**src/rtl/pc_fetch_unit.sv**
```systemverilog
// rtl/pc_fetch_unit.sv - PC register and variable-latency instruction fetch FSM
//
// Holds the program counter and fetches the instruction at pc from an
// instruction memory over a req/ack handshake, presenting a held instruction
// to a multicycle CPU.
//
// Ports:
//   clk_in      clock, rising edge
//   reset       synchronous, active-high
//   fetch_go    CPU accepts inst, loads pc_next (VALID only)
//   pc_next     next PC from CPU
//   trap_req    redirect to TRAP_VECTOR (VALID and FAULT only)
//   imem_req    fetch request, high throughout REQ
//   imem_addr   imem word index derived from pc
//   imem_ack    imem_rdata valid this cycle
//   imem_rdata  instruction word from imem
//   pc          current PC
//   inst        latched instruction
//   inst_valid  inst holds the word fetched from pc
//   fetch_fault sticky fault: bad pc or ack timeout

module pc_fetch_unit #(
    parameter logic [31:0] RESET_VECTOR = 32'h0040_0000,
    parameter logic [31:0] IMEM_BASE    = 32'h0040_0000,
    parameter int          IMEM_AW      = 11,
    parameter logic [31:0] TRAP_VECTOR  = 32'h0040_0004,
    parameter int          ACK_TIMEOUT  = 15
) (
    input  logic               clk_in,
    input  logic               reset,
    input  logic               fetch_go,
    input  logic [31:0]        pc_next,
    input  logic               trap_req,
    output logic               imem_req,
    output logic [IMEM_AW-1:0] imem_addr,
    input  logic               imem_ack,
    input  logic [31:0]        imem_rdata,
    output logic [31:0]        pc,
    output logic [31:0]        inst,
    output logic               inst_valid,
    output logic               fetch_fault
);

    localparam int CW = $clog2(ACK_TIMEOUT + 1);

    typedef enum logic [1:0] {
        S_CHECK = 2'd0,
        S_REQ   = 2'd1,
        S_VALID = 2'd2,
        S_FAULT = 2'd3
    } state_t;

    state_t        state, state_nx;
    logic [31:0]   pc_q, pc_nx;
    logic [31:0]   inst_q, inst_nx;
    logic [CW-1:0] count, count_nx;

    logic [31:0]   offset;
    logic          bad_pc;

    // Offset into the imem window; wraps for pc below the base, which the
    // explicit pc < IMEM_BASE term catches.
    assign offset = pc_q - IMEM_BASE;

    // Window size compared at 64 bits so large IMEM_AW cannot overflow.
    assign bad_pc = (pc_q[1:0] != 2'b00) ||
                    (pc_q < IMEM_BASE) ||
                    ({32'd0, offset} >= (64'd4 << IMEM_AW));

    assign imem_addr   = offset[IMEM_AW+1:2];
    assign imem_req    = (state == S_REQ);
    assign inst_valid  = (state == S_VALID);
    assign fetch_fault = (state == S_FAULT);
    assign pc          = pc_q;
    assign inst        = inst_q;

    always_ff @(posedge clk_in) begin
        if (reset) begin
            state  <= S_CHECK;
            pc_q   <= RESET_VECTOR;
            inst_q <= 32'd0;
            count  <= '0;
        end else begin
            state  <= state_nx;
            pc_q   <= pc_nx;
            inst_q <= inst_nx;
            count  <= count_nx;
        end
    end

    always_comb begin
        state_nx = state;
        pc_nx    = pc_q;
        inst_nx  = inst_q;
        count_nx = count;
        case (state)
            S_CHECK: begin
                count_nx = '0;
                state_nx = bad_pc ? S_FAULT : S_REQ;
            end
            S_REQ: begin
                // Ack is checked first so an ack on the last allowed cycle
                // still completes the fetch.
                if (imem_ack) begin
                    inst_nx  = imem_rdata;
                    state_nx = S_VALID;
                end else if (count == CW'(ACK_TIMEOUT - 1)) begin
                    state_nx = S_FAULT;
                end else begin
                    count_nx = count + 1'b1;
                end
            end
            S_VALID: begin
                if (trap_req) begin
                    pc_nx    = TRAP_VECTOR;
                    state_nx = S_CHECK;
                end else if (fetch_go) begin
                    pc_nx    = pc_next;
                    state_nx = S_CHECK;
                end
            end
            S_FAULT: begin
                if (trap_req) begin
                    pc_nx    = TRAP_VECTOR;
                    state_nx = S_CHECK;
                end
            end
            default: state_nx = S_CHECK;
        endcase
    end

endmodule
```
**config.mk**
```make
export PLATFORM = sky130hd
export DESIGN_NAME = pc_fetch_unit
export DESIGN_NICKNAME = d
export VERILOG_FILES = /design/src/rtl/pc_fetch_unit.sv
export SDC_FILE = /design/constraint.sdc
export NUM_CORES = 1
export LEC_CHECK = 0
export ABC_AREA = 0
export ABC_CLOCK_PERIOD_IN_PS = 2100
export CORE_UTILIZATION = 40
export DETAILED_ROUTE_END_ITERATION = 16
export PLACE_DENSITY = 0.79
export SYNTH_ARGS = -nofsm -noshare
export SYNTH_HDL_FRONTEND = slang
export SYNTH_SLANG_ARGS = --single-unit
```
**constraint.sdc**
```tcl
create_clock -name clk_in -period 2.1 [get_ports clk_in]
set_clock_uncertainty 0.15 [all_clocks]
set_input_delay 0.42 -clock clk_in [delete_from_list [all_inputs] [get_ports clk_in]]
set_output_delay 0.42 -clock clk_in [all_outputs]
set_load 0.02 [all_outputs]
```
---- After elaboration in Yosys (flattened, before gate mapping) ----
Cells that the tools add are included.
storage, ports and cells
  bits in registers ....................... 70
  input port bits ......................... 69
  output and inout bits ................... 78
  word-level logic and storage cells ...... 41
operators by class
  $lt $le $gt $ge ......................... 2
  add/sub/neg operators ................... 2
  equality and inequality tests ........... 9
  mux-type cells .......................... 14
  reduce and logical (&&, ||, !) cells .... 10
operators by type and width
  cell                                                    number
  two-way mux 32 bit                                      3
  one-hot mux 32 bit (2 select lines)                     1
  >= comparator 32 x 14 -> 1 bit (second input constant)  1
  < comparator 32 x 23 -> 1 bit (second input constant)   1
  subtractor 32 x 23 -> 32 bit (second input constant)    1
  two-way mux 2 bit                                       6
  AND reduction 3 bit                                     3
  two-way mux 4 bit                                       2
  one-hot mux 2 bit (4 select lines)                      1
  one-hot mux 4 bit (2 select lines)                      1
  inequality test 2 bit (second input constant)           3
  nonzero test 2 bit                                      3
  adder 4 x 1 -> 4 bit (second input constant)            1
  equality test 2 bit (second input constant)             2
  equality test 4 bit (second input constant)             1
  inequality test 3 x 1 -> 1 bit (second input constant)  1
  inequality test 3 bit (second input constant)           1
  equality test 2 x 1 -> 1 bit (second input constant)    1
  zero test 2 bit                                         1
  logical OR 1 bit                                        2
  AND reduction 2 bit                                     1

---- Longest topological paths before layout ----
Gate-level depths: netlist of the first run.
  depth in word-level cells ............... 5
  gate-level depth with buffers ........... 7
  mapped depth without buffers ............ 6

---- Least setup slack after synthesis of the first run ----
No wires, ideal clock.
  path kind ............................... register -> register
  start point ............................. register count[0]
  end point ............................... register count[3]
  clock period less this slack ............ 1565 ps
  path slack .............................. 535 ps
  setup time .............................. 133 ps
  arrival ................................. 1282 ps
  path buffers ............................ 0
  cell stages (with the launch flop) ...... 6
  data required time ...................... 1817 ps
  path through ............................ dfxtp_1 -> inv_1 -> ha_1 -> or3b_2 -> a21oi_1 -> nor3_1
on the way
  word-level cells in the longest chain between the ends .. 4
  elaborated cells on any way between the ends .. 7
  those cells by class .................... add/sub (1); eq/ne (2); mux (3); reduce/logical (1)
RTL lines
  what                                RTL line  source
  from (decl)                         56        logic [CW-1:0] count, count_nx;
  from (signal assigned)              87        count <= count_nx;
  adder 4 x 1 -> 4 bit                110       count_nx = count + 1'b1;
  two-way mux 4 bit                   107       end else if (count == CW'(ACK_TIMEOUT - 1)) begin
  two-way mux 4 bit                   104       if (imem_ack) begin
  one-hot mux 4 bit (2 select lines)  96        case (state)
Several ways; a longest one is shown, not always the timed one. The select of a mux whose other input is x is not followed.
A chain may end at the register's enable or synchronous reset.

---- Worst setup path after layout of the first run ----
  start point ............................. register pc_q[15], in the netlist pc[15]
  end point ............................... output port pc[15]
RTL lines
  what                    RTL line  source
  from (decl)             54        logic [31:0] pc_q, pc_nx;
  from (signal assigned)  85        pc_q <= pc_nx;
  to (decl)               38        output logic [31:0] pc,
No word-level cell between the ends.

==> metrics.yaml, run 1 <==
status:
  status: "finished, final reports clean"
pwr:
  switching_share_pct: 29.13
  internal_power_mw: 3.145
  switchingPower_mw: 1.293
  ir_drop_uv: 485.7
  p_leak_nw: 1.786
  p_per_area_nw_per_um2: 931.9
  p_clk_share_pct: 32.1
  p_comb_share_pct: 32.3
  p_seq_share_pct: 35.6
logic_synthesis:
  synth_area_leaders: "dfxtp_1 (47%), mux2i_1 (10%), nand2_1 (8.6%), and2_1 (6.7%), a21oi_1 (6.0%)"
  syn-instance-count: 346
  synth_edf_count: 0
  netlist.top_cell.by_area: "dfxtp_1"
  synth_top_area_share_pct: 46.67
  yosys_most_used_dff: "dfxtp_1"
  syn_nets: 417
  synth.avg_cell_area_um2: 8.679
  synth_cell_types: 32
  seq_area_frac_synth_pct: 46.67
  netlist_area_um2: 3003
  synth_async_sr_flop_share_pct: 0
  ys_warn_count: 0
  ys_ff_latch: 70
floorplan:
  rows: 31
  initial_utilization_pct: 41.40
  die_x_um: 88.65
  coreArea_um2: 7253
  die-area_um2: 7858
  fp.dieH_um: 88.65
  io_pins: 147
cts:
  numCtsBuffers: 9
  cts.sinks: 70
  cts_tree: "yes"
  postCtsSetupBuffers: 0
  path_clk_slew_ps: 70
  cts_buffer_depth: 2
  cts_root_buf: "clkbuf_8"
  cts_max_level: 3
  worstSkewPairLatency_ps: 330
  postCtsHoldBufs: 0
drt:
  vias_per_cell: 4.682
  drtPass1Iterations: 4
  antenna_left: 0
  drc: 0
  wirelength_mm: 7.438
  drt-wirelength-per-cell_um: 12.71
  drt-initial-drc-count: 78
  vias: 2739
setup_path:
  critPathTopFamily: "buffers and inverters"
  critical_path_buf_inv_count: 1
  reg2reg_depth: 5
  critPathMaxFanout: 3
  path_class: "register to output port"
  worstPathCellList: "clkdlybuf4s50_1"
  start_kind: "register"
  crit_path_max_incr_delay_ps: 650
  worst-path-stages: 1
  r2r_end: "count[3]"
  critical_path_arrival_ps: 1350
  cpMaxStageDelayCell: "clkdlybuf4s50_1"
  cp-end-kind: "output port"
  worstReg2RegStart: "count[0]"
  critPathRequiredTime_ps: 1530
  r2r_setup_slack_ps: 400
sta:
  period_needed_ps: 1921
  worst_slew_pin_slew_ps: 556.7
  finalSetupTns_ps: 0
  hold_viol_final: 0
  fin_crit_sh_pct: 91.50
  slew_headroom_pct: 62.89
  grt_setup_unrepaired: "no"
  timing.fmax_ghz: 0.5204
  drv_slew: 0
  setup_viol: 0
layout:
  nets: 552
  area_growth_pct: 58.58
  num_antenna_cells: 0
  final_area_um2: 4762
  drive_gt1_share_pct: 8.025
global_routing:
  grt_max_degree: 39
  grt_antenna_before_repair: 0
  grt.total_usage_pct: 18.94
  grt_pass1_wl_mm: 11.59
  gr-total-overflow: 0
  first_global_vias: 2546
place:
  dp_hpwl_mm: 5.363
  port_buffers: 146
  gp_congestion: 0.7797
  place_area_um2: 4489
hold_path:
  hp-start: "inst[30]"
  holdPathEnd: "inst[30]"
  hold_depth: 2
  worstHoldPathType: "register to register"
flow_run:
  maxCapViolCount: 0
-- cell usage in the layout (no fill, tap or decap), types with 2 or more instances in the layout --
cell type / instances
buf_12: 5
nand2_1: 69
nor3_1: 3
dlygate4sd2_1: 2
a21oi_1: 36
mux2i_1: 30
and2_1: 32
buf_4: 8
nor2_1: 39
a31oi_1: 3
dfxtp_1: 68
nor4_1: 4
dfxtp_2: 2
clkdlybuf4s50_1: 142
nand3_1: 5
inv_1: 3
ha_1: 2
clkbuf_8: 10
bufinv_16: 4
-- routing by layer --
layer,part of all wire [%],routed length [µm],GRT usage (%),vias to the layer above
met5,0,0,0,-
met4,0.85,63,7.478,0
met3,11,796,6.810,7
met2,45,3383,32.17,123
met1,43,3195,21.71,1224
li1,-,-,-,1385
-- cell families after synthesis --
group | synth area share [%]
DFF | 46.67
buffers and inverters | 9.083
adders and majority gates | 0.8332
muxes | 10.00
and+or+nand+nor | 24.63
AOI/OAI and AO/OA | 8.792
-- layout make-up --
cell class,count,area [µm²]
inverters,3,11.26
repair buffers,159,1617
multi-input cells,238,1336
fillers,612,2491
clock buffers,10,137.6
flip-flops and latches,70,1404
well taps,99,123.9
clock inverters,6,132.6
-- Yosys cell counts, drive strengths merged, types with 2 or more instances --
master	count
a21oi	37
a31oi	3
and2	32
buf	21
clkbuf	14
dfxtp	70
ha	2
inv	3
mux2i	30
nand2	69
nand3	5
nor2	39
nor2b	2
nor3	3
nor4	4
-- timing repair --
item                                    4_1_cts  5_1_grt
endpoints found under the setup margin        3        1
endpoints found under the hold margin         0        0
resized for setup                             4        1
-- worst register-to-register path, stage by stage (launching register included) --
cell and delay, ps:
dfxtp_1 400, inv_1 90, ha_1 250, or3b_2 470, a21oi_1 150, nor3_1 60
-- power by group through the flow --
stage / registers (mW) / logic, mW / clock network, mW
2_1_floorplan: 1.73 / 0.790 / 0
3_3_place_gp: 1.60 / 1.43 / 0
3_5_place_dp: 1.61 / 1.46 / 0
4_1_cts: 1.58 / 1.45 / 1.46
5_1_grt: 1.60 / 1.55 / 1.52
6_report: 1.58 / 1.43 / 1.42
-- flip-flops by register name, indices dropped and copies added (netlist names) --
name / flops
count: 4
inst: 32
pc: 32
state: 2
-- through the flow --
| stage | utilization (%) | power, mW | hold slack (ps) | std cells | setup WS, ps |
|---|---|---|---|---|---|
| floorplan | - | 2.518 | 327.8 | 346 | 535.2 |
| global placement | 61.89 | 3.033 | 289.8 | 569 | 134.0 |
| detailed placement | 61.89 | 3.062 | 294.1 | 569 | 94.73 |
| CTS | 65.62 | 4.495 | 303.9 | 585 | 14.14 |
| global route | 65.65 | 4.670 | 323.1 | 585 | 122.2 |
| finish | 65.65 | 4.438 | 302.9 | 585 | 178.6 |
-- worst max path at each step --
stage,start,end,slack [ps]
floorplan,count[0],count[3],540
global placement,imem_ack,count[3],130
detailed placement,imem_ack,count[3],90
CTS,state[1],fetch_fault,10
global route,pc[15],pc[15],120
finish,pc[15],pc[15],180
No activity file was read; power rests on OpenSTA's default activity.
==> run 2, diff against run 1 <==
Settings changed: CTS_CLUSTER_DIAMETER from default to 120, GPL_ROUTABILITY_DRIVEN from default to 1, SLEW_MARGIN from default to 20.
==> results of run 2 <==
No change in the layout: final DEF, timing and power equal those of run 1.
